File: config.mk
export PLATFORM = sky130hd
export DESIGN_NAME = pc_fetch_unit
export DESIGN_NICKNAME = d
export VERILOG_FILES = /design/src/rtl/pc_fetch_unit.sv
export SDC_FILE = /design/constraint.sdc
export NUM_CORES = 1
export LEC_CHECK = 0
export CAP_MARGIN = 40
export CORE_UTILIZATION = 40
export DETAILED_ROUTE_END_ITERATION = 8
export PLACE_DENSITY = 0.79
export SLEW_MARGIN = 20
export SYNTH_ARGS = -nofsm -noshare
export SYNTH_HDL_FRONTEND = slang
export SYNTH_SLANG_ARGS = --single-unit
File: constraint.sdc
create_clock -name Clk -period 3.5 [get_ports Clk]
set_input_delay 0.7 -clock Clk [delete_from_list [all_inputs] [get_ports Clk]]
set_output_delay 0.7 -clock Clk [all_outputs]
set_load 0.01 [all_outputs]
File: src/rtl/pc_fetch_unit.sv
`default_nettype none
// ============================================================================
// Module   : pc_fetch_unit
// Purpose  : Program-counter stage. Holds the current fetch address and picks
//            the next one from the PC+4 adder, a branch target or a jump target.
//            Also handles stall hold, redirects that arrive during a stall, and
//            a one-cycle trap to an exception vector on a misaligned target.
// Revision : 1.0 - initial release
// ============================================================================
module pc_fetch_unit #(
  parameter logic [31:0] RESET_PC   = 32'h0000_0000,
  parameter logic [31:0] EXC_VECTOR = 32'h0000_0080,
  parameter int          COUNT_W    = 16
) (
  input  logic               Clk,
  input  logic               Reset,
  input  logic [31:0]        PCAddResult,
  input  logic               Stall,
  input  logic               BranchTaken,
  input  logic [31:0]        BranchTarget,
  input  logic               JumpEn,
  input  logic [31:0]        JumpTarget,
  output logic [31:0]        PCResult,
  output logic               FetchValid,
  output logic               AddrMisaligned,
  output logic [COUNT_W-1:0] FetchCount
);

  // RUN: normal fetch. STALL: PC held, redirects are being collected.
  // TRAP: the single cycle after a misaligned redirect loaded the vector.
  typedef enum logic [1:0] {
    ST_RUN   = 2'd0,
    ST_STALL = 2'd1,
    ST_TRAP  = 2'd2
  } state_t;

  state_t      state;
  state_t      state_nxt;

  // Redirect captured while stalled, replayed on release.
  logic        pend_valid;
  logic        pend_valid_nxt;
  logic [31:0] pend_target;
  logic [31:0] pend_target_nxt;

  logic [31:0] pc_nxt;
  logic        fv_nxt;
  logic        am_nxt;

  // Same-cycle redirect: a taken branch beats a jump.
  logic        redir_valid;
  logic [31:0] redir_target;

  // Target actually used at release or in RUN, before alignment checking.
  logic        use_target;
  logic [31:0] sel_target;

  localparam logic [COUNT_W-1:0] COUNT_ONE = {{(COUNT_W-1){1'b0}}, 1'b1};

  assign redir_valid  = BranchTaken | JumpEn;
  assign redir_target = BranchTaken ? BranchTarget : JumpTarget;

  // Choose between a fresh redirect and a pending one for the next address.
  always_comb begin
    use_target = 1'b0;
    sel_target = redir_target;
    if (redir_valid) begin
      use_target = 1'b1;
      sel_target = redir_target;
    end else if (pend_valid) begin
      // pend_valid can only be set while in STALL, so in RUN this never fires.
      use_target = 1'b1;
      sel_target = pend_target;
    end
  end

  // Next-state and next-output logic for the fetch FSM.
  always_comb begin
    state_nxt       = state;
    pc_nxt          = PCResult;
    fv_nxt          = 1'b0;
    am_nxt          = 1'b0;
    pend_valid_nxt  = pend_valid;
    pend_target_nxt = pend_target;

    case (state)
      ST_TRAP: begin
        // Fetch the vector instruction; stall and redirects are ignored here.
        pc_nxt    = PCAddResult;
        fv_nxt    = 1'b1;
        state_nxt = ST_RUN;
      end

      ST_RUN, ST_STALL: begin
        if (Stall) begin
          // Hold PC; remember the latest redirect, misaligned or not.
          state_nxt = ST_STALL;
          if (redir_valid) begin
            pend_valid_nxt  = 1'b1;
            pend_target_nxt = redir_target;
          end
        end else begin
          pend_valid_nxt = 1'b0;
          if (use_target && (sel_target[1:0] != 2'b00)) begin
            pc_nxt    = EXC_VECTOR;
            am_nxt    = 1'b1;
            state_nxt = ST_TRAP;
          end else if (use_target) begin
            pc_nxt    = sel_target;
            fv_nxt    = 1'b1;
            state_nxt = ST_RUN;
          end else begin
            pc_nxt    = PCAddResult;
            fv_nxt    = 1'b1;
            state_nxt = ST_RUN;
          end
        end
      end

      default: begin
        // Unused encoding: recover to RUN without touching the PC.
        state_nxt      = ST_RUN;
        pend_valid_nxt = 1'b0;
      end
    endcase
  end

  // FSM state, PC, pending redirect and registered flags.
  always_ff @(posedge Clk or posedge Reset) begin
    if (Reset) begin
      state          <= ST_RUN;
      PCResult       <= RESET_PC;
      FetchValid     <= 1'b0;
      AddrMisaligned <= 1'b0;
      pend_valid     <= 1'b0;
      pend_target    <= 32'h0000_0000;
    end else begin
      state          <= state_nxt;
      PCResult       <= pc_nxt;
      FetchValid     <= fv_nxt;
      AddrMisaligned <= am_nxt;
      pend_valid     <= pend_valid_nxt;
      pend_target    <= pend_target_nxt;
    end
  end

  // Count accepted fetches; stick at all-ones instead of wrapping.
  always_ff @(posedge Clk or posedge Reset) begin
    if (Reset) begin
      FetchCount <= '0;
    end else if (FetchValid && !(&FetchCount)) begin
      FetchCount <= FetchCount + COUNT_ONE;
    end
  end

endmodule
`default_nettype wire

# ---- Yosys cells after proc, flatten, opt, wreduce, memory -nomap -nowiden
# Cells that the tools add are included.
dict set report op_classes {
  n_addsub 1
  n_eq_ne 4
  mux 21
  bitwise_logic 2
  reduce_logical 11
}
# cell count
set op_table {}
lappend op_table {{$mux W32} 6}
lappend op_table {{$pmux W32 S2} 1}
lappend op_table {{$add A16 B1 Y16 const B} 1}
lappend op_table {{$reduce_and A16 Y1} 1}
lappend op_table {{$mux W1} 9}
lappend op_table {{$mux W2} 3}
lappend op_table {{$pmux W1 S2} 2}
lappend op_table {{$reduce_and A2 Y1} 2}
lappend op_table {{$reduce_bool A2 Y1} 2}
lappend op_table {{$ne A3 B3 Y1 const B} 1}
lappend op_table {{$reduce_and A3 Y1} 1}
lappend op_table {{$eq A2 B1 Y1 const B} 1}
lappend op_table {{$eq A2 B2 Y1 const B} 1}
lappend op_table {{$logic_and A1 B1 Y1} 2}
lappend op_table {{$logic_not A2 Y1} 1}
lappend op_table {{$ne A2 B2 Y1 const B} 1}
lappend op_table {{$reduce_or A2 Y1} 1}
lappend op_table {{$logic_not A1 Y1} 1}
lappend op_table {{$not A1 Y1} 1}
lappend op_table {{$or A1 B1 Y1} 1}
dict set report word_totals {
  reg_bits 85
  inputBits 101
  out_inout_bits 50
}

# ---- Logic depth before layout (Yosys ltp)
# Gate-level depths: netlist of run 1.
dict set report logic_depth {
  depth_word 8
  mapped_depth 7
}

# ---- Worst setup path after synthesis of run 1
# OpenSTA, ideal clock, no wires.
dict set report synth_path {
  path_kind {reg-to-reg}
  startpoint {register FetchCount[0]}
  endpoint {register FetchCount[1]}
  setup_ns 0.125
  t_arrival_ns 1.780
  slack_ns 1.596
  stages_incl_launch_ff 6
  synth_period_minus_slack_ns 1.904
  cell_sequence {dfrtp_1 > ha_1 > nand3_1 > or4_4 > nand2_2 > mux2_2}
}
dict set report synth_via {
  elab_chain_cells 3
}
# element line_no
set synth_rtl {}
lappend synth_rtl {{start: declaration} 26} ;# output logic [COUNT_W-1:0] FetchCount
lappend synth_rtl {{start signal: assignment} 152} ;# FetchCount <= FetchCount + COUNT_ONE;
lappend synth_rtl {{parallel branches: the longest is 3 deep, another holds $add A16 B1 Y16} n/a}
# Several ways; the timed one is not identified.
# A chain may end at the register's enable or synchronous reset.

# ---- Worst setup path after layout of run 1
dict set report layout_path {
  startpoint {register AddrMisaligned}
  endpoint {output port AddrMisaligned}
}
# element line_no
set layout_lines {}
lappend layout_lines {{start: declaration} 25} ;# output logic AddrMisaligned,
lappend layout_lines {{start signal: assignment} 141} ;# AddrMisaligned <= am_nxt;
# No word-level cell between the ends.

==> results of run 1 <==
-- how the worst min path moves through the flow --
stage | startpoint | end | slack (ns)
4_1_cts | pend_target[31] | pend_target[31] | 0.49
5_1_grt | pend_target[17] | pend_target[17] | 0.50
6_report | pend_target[23] | pend_target[23] | 0.48
2_1_floorplan | pend_target[7] | pend_target[7] | 0.45
3_3_place_gp | pend_target[11] | pend_target[11] | 0.46
3_5_place_dp | pend_target[31] | pend_target[31] | 0.47
-- power groups by stage --
stage | Combinational (W) | Sequential, W | Clock (W)
6_report | 0.000892 | 0.00128 | 0.000858
2_1_floorplan | 0.000402 | 0.00132 | 0
4_1_cts | 0.000888 | 0.00128 | 0.000871
3_3_place_gp | 0.000857 | 0.00129 | 0
5_1_grt | 0.000976 | 0.00131 | 0.000921
3_5_place_dp | 0.000884 | 0.00130 | 0
-- final cells by class --
type                       instances  share of cell area
clock buffer                      11              0.0367
clock inverter                     3             0.00227
inverter                          27              0.0155
multi-input combinational        385               0.356
sequential                        84               0.318
tap                              143              0.0271
timing repair buffer             161               0.244
-- routing by layer --
metal  track usage  share of wire
met1         0.310           0.44
met2         0.383           0.48
met3        0.0437          0.060
met4        0.0729          0.020
met5             0              0
-- layout by cell type (no fill, tap or decap), types with 19 or more instances in the layout --
cell type	n
a21boi_0	23
o22ai_1	21
inv_1	25
a21oi_1	26
nand2_1	80
dfrtp_1	84
clkdlybuf4s50_1	148
nand3_1	19
o21ai_0	45
nor2_1	26
-- kinds of logic after synthesis --
logic type | Yosys count
AOI/OAI and AO/OA | 191
and+or+nand+nor | 176
DFF | 84
buffers and inverters | 66
xor gates and xnor gates | 10
muxes | 7
adders and majority gates | 1
-- sequential cells by signal, indices dropped and copies added, names as in the netlist --
name and flops:
AddrMisaligned 1, FetchCount 16, FetchValid 1, PCResult 32, pend_target 32, pend_valid 1
state 1
-- through the flow --
stage	total power (W)	setup WS, ns	hold WS, ns	util	cell area (sq um)
finish	0.00303	1.03	0.479	0.576	6610
global route	0.00320	0.940	0.502	0.576	6610
CTS	0.00304	0.937	0.486	0.572	6560
detailed placement	0.00218	0.595	0.473	0.550	6300
global placement	0.00214	0.662	0.462	0.549	6290
floorplan	0.00172	0.635	0.450	-	4740
==> results.toml, run 1 <==
[yosys]
synth_compound_area_frac = 0.278
synth_area_sq_um = 4740
yosysTopAreaCellShare = 0.444
synth_top_family_by_area = "compound AO/OA/AOI/OAI gates"
yosys_warnings = 0
synth-xor-area-share = 0.0185
ys_seq_elements = 84
seq_area_frac_synth = 0.444
ys_types = 58
synth-simple-area-share = 0.179
syn_area_per_cell_sq_um = 8.86
muxShareOfSynthArea = 0.0156
syn-num-nets = 637
netlist_instances = 535
synth_area_leaders = "dfrtp_1 44%, nand2_1 6.3%, o21ai_0 4.8%, a21boi_0 3.6%, a221o_1 3.2%"
synth_top_area_cell = "dfrtp_1"
synth.most_common_cell = "dfrtp_1"
synth_edf_count = 0
synth_top_flop_cell = "dfrtp_1"
synth_fa_ha_area_frac = 0.00264
synth_common_cells = "84 x dfrtp_1, 80 x nand2_1, 45 x o21ai_0, 27 x nor2_1"
synthArstFlopShare = 1.00

[layout]
fillers = 1010
fin_cells = 814
drive_above_1_share = 0.0596
syn_to_final_growth_pct = 39.4
fin_nets = 770
antenna_cells = 0
seq_area_sq_um = 2100
multi_input_area_sq_um = 2350

[clock_network]
cts.sinks = 84
cts_root_buf = "clkbuf_16"
postCtsSetupBuffers = 0
cts-buffers-inserted = 9
ctsResizeCount = 0
cts_hold_buf = 0
clock_insertion_delay_worst_skew_ns = 0.34
cts_tree = "built"
clkSlewWorstSetupHoldPaths_ns = 0.06
cts_buffer_depth = 2
htreeDepth = 3

[die]
die_area_sq_um = 12300
start_util = 0.413
core_sq_um = 11500
die_y_um = 111
die_x_um = 111
io_pins = 151
rows = 39

[sta]
setup-violations-final = 0
min_period_over_period = 0.705
fmax_mhz = 405
hold_viol_final = 0
period_minus_slack_ns = 2.47
final_max_slew_viol_count = 0
skew_ns = 0.00715
setup-tns-final_ns = 0
worst_pin_slew_ns = 0.868
rsz0062_at_grt = "no"
slew_headroom = 0.421

[setup_path]
path_delay_family = "flip-flops"
reg2reg_depth = 6
critPathMaxStageDelay_ns = 0.77
reg2reg_slack_ns = 1.19
required_ns = 2.80
critPathLaunch = "AddrMisaligned"
start_kind = "flop"
cpMaxStageDelayCell = "dfrtp_1"
crit_path_end_kind = "output pin"
rr_startpoint = "AddrMisaligned"
crit_fanout = 21
criticalPathCategory = "flop to output pin"
crit_chain = "clkdlybuf4s50_1"
r2r-end = "PCResult[8]"
crit_cells = 1
cp.arrival_ns = 1.77
endpoint = "AddrMisaligned"
path_buf_inv = 1

[routing]
num_vias = 4716
drtIter0Drc = 404
wl_um = 14000
first_pass_iters = 4
via_per_inst = 5.79
wl_per_cell_um = 17.2
drc = 0
ant_nets = 0

[pwr]
p_int_w = 0.00211
pwr-share-comb = 0.294
power_density_nw_per_um2 = 459
p_seq_frac = 0.422
ir_drop_v = 0.000246
pwr-share-clk = 0.283
p_sw_w = 0.000926
leakage_nw = 2.74
p_sw_frac = 0.305

[grt]
antenna_found_initial = 0
grt_use_total = 0.233
grt_pass1_vias = 4647
grt_pass1_wl_um = 23100
grt.overflow.total = 0
grt_max_degree = 59

[place]
dp_cells = 797
place.gp.congestion = 0.825
portBuffers = 150
hpwl_um = 9930

[min_path]
hp-class = "flop to flop"
worstHoldPathCells = 2

[outcome]
status = "complete, no violations"

[flow_run]
drv_cap = 0
(Power assumes the default switching activity.)
==> inputs of run 2 (changes only) <==
==> constraint.sdc (replaced) <==
create_clock -name Clk -period 2.4 [get_ports Clk]
set_input_delay 0.48 -clock Clk [delete_from_list [all_inputs] [get_ports Clk]]
set_output_delay 0.48 -clock Clk [all_outputs]
set_load 0.01 [all_outputs]
==> results.toml, run 2 (same netlist as run 1, synthesis figures left out) <==
[sta]
rsz0062_at_grt = "no"
min_period_over_period = 0.845
setup-violations-final = 0
setup-tns-final_ns = 0
fin_ws_ns = 0.373
hold_viol_final = 0
fmax_mhz = 493
skew_ns = 0.00688
final_max_slew_viol_count = 0
slew_headroom = 0.425
worst_pin_slew_ns = 0.863
period_minus_slack_ns = 2.03

[routing]
via_per_inst = 5.66
first_pass_iters = 5
ant_nets = 0
drc = 0
drtIter0Drc = 314
wl_per_cell_um = 17.4
wl_um = 14300
wl_met1_um = 6460
wl_met2_um = 6860
top_layer = "met4"
met3_wirelength_um = 767
num_vias = 4661

[layout]
final_common_cell = "clkdlybuf4s50_1"
top_regs = "PCResult (32), pend_target (32), FetchCount (16)"
drive_above_1_share = 0.0735
antenna_cells = 0
fin_cells = 823
fin_nets = 777
syn_to_final_growth_pct = 41.5
layout_common_cells = "148 x clkdlybuf4s50_1, 84 x dfrtp_1, 80 x nand2_1"

[die]
die_area_sq_um = 12300
start_util = 0.413
core_sq_um = 11500
die_x_um = 111
io_pins = 151
rows = 39
die_y_um = 111

[flow_run]
drv_cap = 0

[clock_network]
clkSlewWorstSetupHoldPaths_ns = 0.06
htreeDepth = 3
cts_hold_buf = 0
cts_root_buf = "clkbuf_16"
ctsResizeCount = 0
clock_insertion_delay_worst_skew_ns = 0.34
postCtsSetupBuffers = 0
cts-buffers-inserted = 9
cts_tree = "built"
cts.sinks = 84
cts_buffer_depth = 2

[grt]
grt_max_degree = 85
grt.overflow.total = 0
grt_pass1_vias = 4667
antenna_found_initial = 0
grt_use_total = 0.237
grt_pass1_wl_um = 23400

[place]
place.gp.congestion = 0.846
pre_cts_slack_ns = 0.194
dp_cells = 807
portBuffers = 150
hpwl_um = 10300

[pwr]
p_sw_frac = 0.300
p_int_w = 0.00322
pwr-share-clk = 0.307
total_power_w = 0.00461
power_density_nw_per_um2 = 687
p_seq_frac = 0.406
ir_drop_v = 0.000336
p_sw_w = 0.00138
leakage_nw = 2.79
pwr-share-comb = 0.287

[outcome]
status = "complete, no violations"

[setup_path]
crit_fanout = 6
required_ns = 2.62
cp.arrival_ns = 2.25
critPathMaxStageDelay_ns = 0.59
crit_chain = "ha_1, nand3_1, or4_4, nand2_2, mux2_2"
criticalPathCategory = "flop to flop"
start_kind = "flop"
crit_path_end_kind = "flop"
cpMaxStageDelayCell = "or4_4"

[min_path]
hp-class = "flop to flop"
run 2: cell types whose count changed in the layout (fill, tap and decap cells not counted):
cell / change
buf_4: +9
clkbuf_1: -1
clkinvlp_4: +1
buf_12: +1
clkbuf_8: +1
buf_6: -2
buf_8: -1
bufinv_16: +1
run 2: path summary, 6_finish.rpt:
kind,startpoint,to,slack [ns],cells after the start
worst max-delay path,FetchCount[0],FetchCount[1],0.37,5
worst min-delay path,pend_target[13],pend_target[13],0.48,2
worst max register to register,FetchCount[0],FetchCount[1],0.37,5
worst min register to register,pend_target[13],pend_target[13],0.48,2
max in group asynchronous,Reset,pend_target[29],1.43,3
min in group asynchronous,Reset,PCResult[30],0.62,3
run 2: cell type report:
type	count	area [sq um]
timing repair buffer	168	1660
clock buffer	11	253
sequential	84	2100
multi-input combinational	385	2350
tap	143	179
inverter	27	105
fill	993	4760
clock inverter	5	50.0
run 2: stage by stage:
stage / utilization / hold WS [ns] / instance area (sq um)
6_report: 0.585 / 0.479 / 6710
5_1_grt: 0.585 / 0.508 / 6710
4_1_cts: 0.585 / 0.485 / 6710
3_5_place_dp: 0.558 / 0.471 / 6400
2_1_floorplan: - / 0.450 / 4740
3_3_place_gp: 0.558 / 0.462 / 6400
run 2: power groups by stage:
stage | clock network (W) | logic [W] | registers, W
floorplan | 0 | 0.000586 | 0.00192
global placement | 0 | 0.00128 | 0.00188
detailed placement | 0 | 0.00132 | 0.00189
CTS | 0.00143 | 0.00133 | 0.00187
global route | 0.00148 | 0.00144 | 0.00190
finish | 0.00142 | 0.00132 | 0.00187
run 2: routing by layer:
| layer | GRT usage | up-vias |
|---|---|---|
| li1 | - | 2231 |
| met1 | 0.321 | 2246 |
| met2 | 0.383 | 170 |
| met3 | 0.0366 | 14 |
| met4 | 0.0916 | 0 |
| met5 | 0 | - |
run 2: critical path: cells and delay by family (launching register included):
| family | cells | cell delay, ns |
|---|---|---|
| mux | 1 | 0.33 |
| flops | 1 | 0.42 |
| fa+ha+maj | 1 | 0.30 |
| simple gates | 3 | 0.86 |
==> RTL edit (config.mk and constraints of run 2) <==
Change the parameter `COUNT_W` from 16 to 32.
--- a/src/rtl/pc_fetch_unit.sv
+++ b/src/rtl/pc_fetch_unit.sv
@@ -10,7 +10,7 @@
 module pc_fetch_unit #(
   parameter logic [31:0] RESET_PC   = 32'h0000_0000,
   parameter logic [31:0] EXC_VECTOR = 32'h0000_0080,
-  parameter int          COUNT_W    = 16
+  parameter int          COUNT_W    = 32
 ) (
   input  logic               Clk,
   input  logic               Reset,
Ports: changed (resized FetchCount); port bits go from 151 to 167. The function was not compared with the original's and may differ.
==> RTL edit against run 2 <==
  * Routed wire length rose by 7.7%
  * Combinational power increased by 3%
  * Total power up 8.4%
  * Maximum frequency shrank 11%
  * Cell count increased by 14%
  * Worst setup slack worse by 0.26 ns
  * Count of clock-buffer cells in the layout fell by 1
  * Sequential cell count increased by 16
  * Critical path depth unchanged
  * Area after synthesis is 13% higher
  * Hold slack improved by 0.0027 ns
  * Clock skew is 0.0025 ns higher
  * Final area increased by 14%
  * Critical path type unchanged
  * Critical endpoint unchanged
  * Largest cell class unchanged
  * Highest routed layer unchanged
==> RTL edit: results <==
group,metric,value,unit
run_status,outcome,"completed",
yosys,synth.mux.area_fraction,6.58,%
place,io_buffers,166,
yosys,ffs_w_async_s_r_synth,100,%
pwr,switchingPower,1.50,mW
yosys,synth-compound-area-share,21.7,%
yosys,syn-num-nets,713,
yosys,synth.distinct_cells,42,
worst_hold_path,worst_hold_startpoint,"pend_target[19]$_DFFE_PP0P_",
global_route,first_global_vias,5142,
clock_network,tritoncts.num_buffers,9,
cells_and_area,diodes,0,
sta,timing.clock.skew,0.00942,ns
yosys,yosysWarnings,0,
clock_network,h_tree_depth,3,
setup_path,path_max_fanout,5,
global_route,gr-usage-all-layers,22.5,%
clock_network,clock_insertion_delay_worst_skew,0.35,ns
setup_path,regToRegSetupSlack,0.11,ns
yosys,post_synth_main_area_contributors,"sky130_fd_sc_hd__dfrtp_1, sky130_fd_sc_hd__o21ai_0, sky130_fd_sc_hd__nand2_1, sky130_fd_sc_hd__mux2i_1, sky130_fd_sc_hd__a21oi_1",
cells_and_area,reg_top3,"FetchCount (32), PCResult (32), pend_target (32)",
yosys,sequential_area_share_after_synthesis,46.6,%
setup_path,critical_path_arrival,2.51,ns
routing,drtIter0Drc,407,
routing,dr_pass1_iterations,6,
pwr,vdd_ir_drop_max,0.000343,V
flow_run,drv_cap,0,
worst_hold_path,end_of_the_worst_hold_path,"pend_target[19]$_DFFE_PP0P_",
pwr,power_leakage,3.34,nW
yosys,ys_top_cells_by_count,"sky130_fd_sc_hd__dfrtp_1, sky130_fd_sc_hd__nand2_1, sky130_fd_sc_hd__o21ai_0, sky130_fd_sc_hd__a21oi_1, sky130_fd_sc_hd__clkbuf_1",
setup_path,slowest_delay,0.59,ns
routing,avgRoutedWirePerCell,16.4,µm
yosys,synth-xor-area-share,4.90,%
clock_network,post_cts_resized,0,
cells_and_area,final_nets,866,
worst_hold_path,timing.hold.worst_path_depth,2,
global_route,grt_first_pass_wirelength,25.1,mm
global_route,antenna_found_initial,0,
setup_path,r2r_end,"FetchCount[1]$_DFFE_PP0P_",
setup_path,startpoint_of_the_worst_slack_reg_to_reg_timing_path,"FetchCount[7]$_DFFE_PP0P_",
place,finalWeightedCongestion,0.942,
place,post-place-ws,0.155,ns
yosys,post_synth_fa_ha_maj_area_fraction,0.233,%
clock_network,worst_setup_hold_path_clk_slew,0.07,ns
global_route,grt_start_max_net_pins,101,
setup_path,ff2ff_path_depth,5,
worst_hold_path,worstHoldPathType,"reg -> reg",
place,dp_hpwl,11.2,mm
clock_network,clk_path_buf_depth,2,
sta,max_slew.worst_pin.slew,0.890,ns
routing,detailroute.via_count,5183,
cells_and_area,post_route_cells_drive_above_1_share,6.63,%
[RTL edit: cell count changes after synthesis, sizes merged, moves of 11 or more]
cell,delta
dfrtp,+16
o311ai,-12
a221o,-15
a21o,+13
clkbuf,+17
a21boi,-23
a31oi,+11
mux2i,+29
o21ai,+38
nand2,+12
a211o,-14
[RTL edit: stage by stage]
stage          power [mW]  instances  area, µm²  util, %  hold slack [ns]
5_1_grt              5.26        941       7630     59.5            0.508
3_3_place_gp         3.46        925       7330     57.2            0.462
3_5_place_dp         3.53        925       7330     57.2            0.471
6_report             4.99        941       7630     59.5            0.482
2_1_floorplan        2.77        611       5370        -            0.450
4_1_cts              5.01        941       7630     59.5            0.487
[RTL edit: final cells by class]
type | instances | area (µm²)
multi-input combinational | 440 | 2610
fill | 1111 | 5190
tap | 172 | 215
inverter | 24 | 93.8
clock inverter | 6 | 63.8
clock buffer | 10 | 239
timing repair buffer | 189 | 1910
sequential | 100 | 2500
[RTL edit: worst max-delay path by stage]
stage	from	to	slack, ns	cells past startpoint
after global routing	FetchCount[7]$_DFFE_PP0P_	FetchCount[1]$_DFFE_PP0P_	0.05	5
final	FetchCount[7]$_DFFE_PP0P_	FetchCount[1]$_DFFE_PP0P_	0.11	5
after floorplan	FetchCount[4]$_DFFE_PP0P_	FetchCount[1]$_DFFE_PP0P_	0.17	5
after detailed placement	JumpEn	PCResult[26]$_DFFE_PP0P_	0.16	6
after CTS	FetchCount[7]$_DFFE_PP0P_	FetchCount[1]$_DFFE_PP0P_	0.14	5
after global placement	FetchCount[7]$_DFFE_PP0P_	FetchCount[1]$_DFFE_PP0P_	0.20	5
[RTL edit: logic make-up after synthesis]
family / count (synthesis)
XOR/XNOR: 30
flip-flops: 100
AO/OA/AOI/OAI: 197
buffers and inverters: 71
AND/OR/NAND/NOR: 177
adder cells (fa/ha/maj): 1
multiplexers: 35
[RTL edit: power by group through the flow]
stage	sequential, mW	combinational, mW	clock (mW)
2_1_floorplan	2.19	0.583	0
3_3_place_gp	2.15	1.32	0
3_5_place_dp	2.16	1.36	0
4_1_cts	2.13	1.37	1.51
5_1_grt	2.17	1.50	1.59
6_report	2.14	1.36	1.49
[RTL edit: per-layer routing]
| layer | vias to the layer above | track usage (%) | share of wire [%] |
|---|---|---|---|
| met2 | 204 | 37.7 | 50 |
| met1 | 2473 | 27.8 | 42 |
| li1 | 2472 | - | - |
| met3 | 34 | 4.36 | 5.8 |
| met5 | - | 0 | 0 |
| met4 | 0 | 10.8 | 2.8 |
[RTL edit: worst min-delay path: stages, from the launching register on]
cell                      delay (ns)
sky130_fd_sc_hd__dfrtp_1        0.35
sky130_fd_sc_hd__nand2_1        0.05
sky130_fd_sc_hd__o21ai_0        0.06
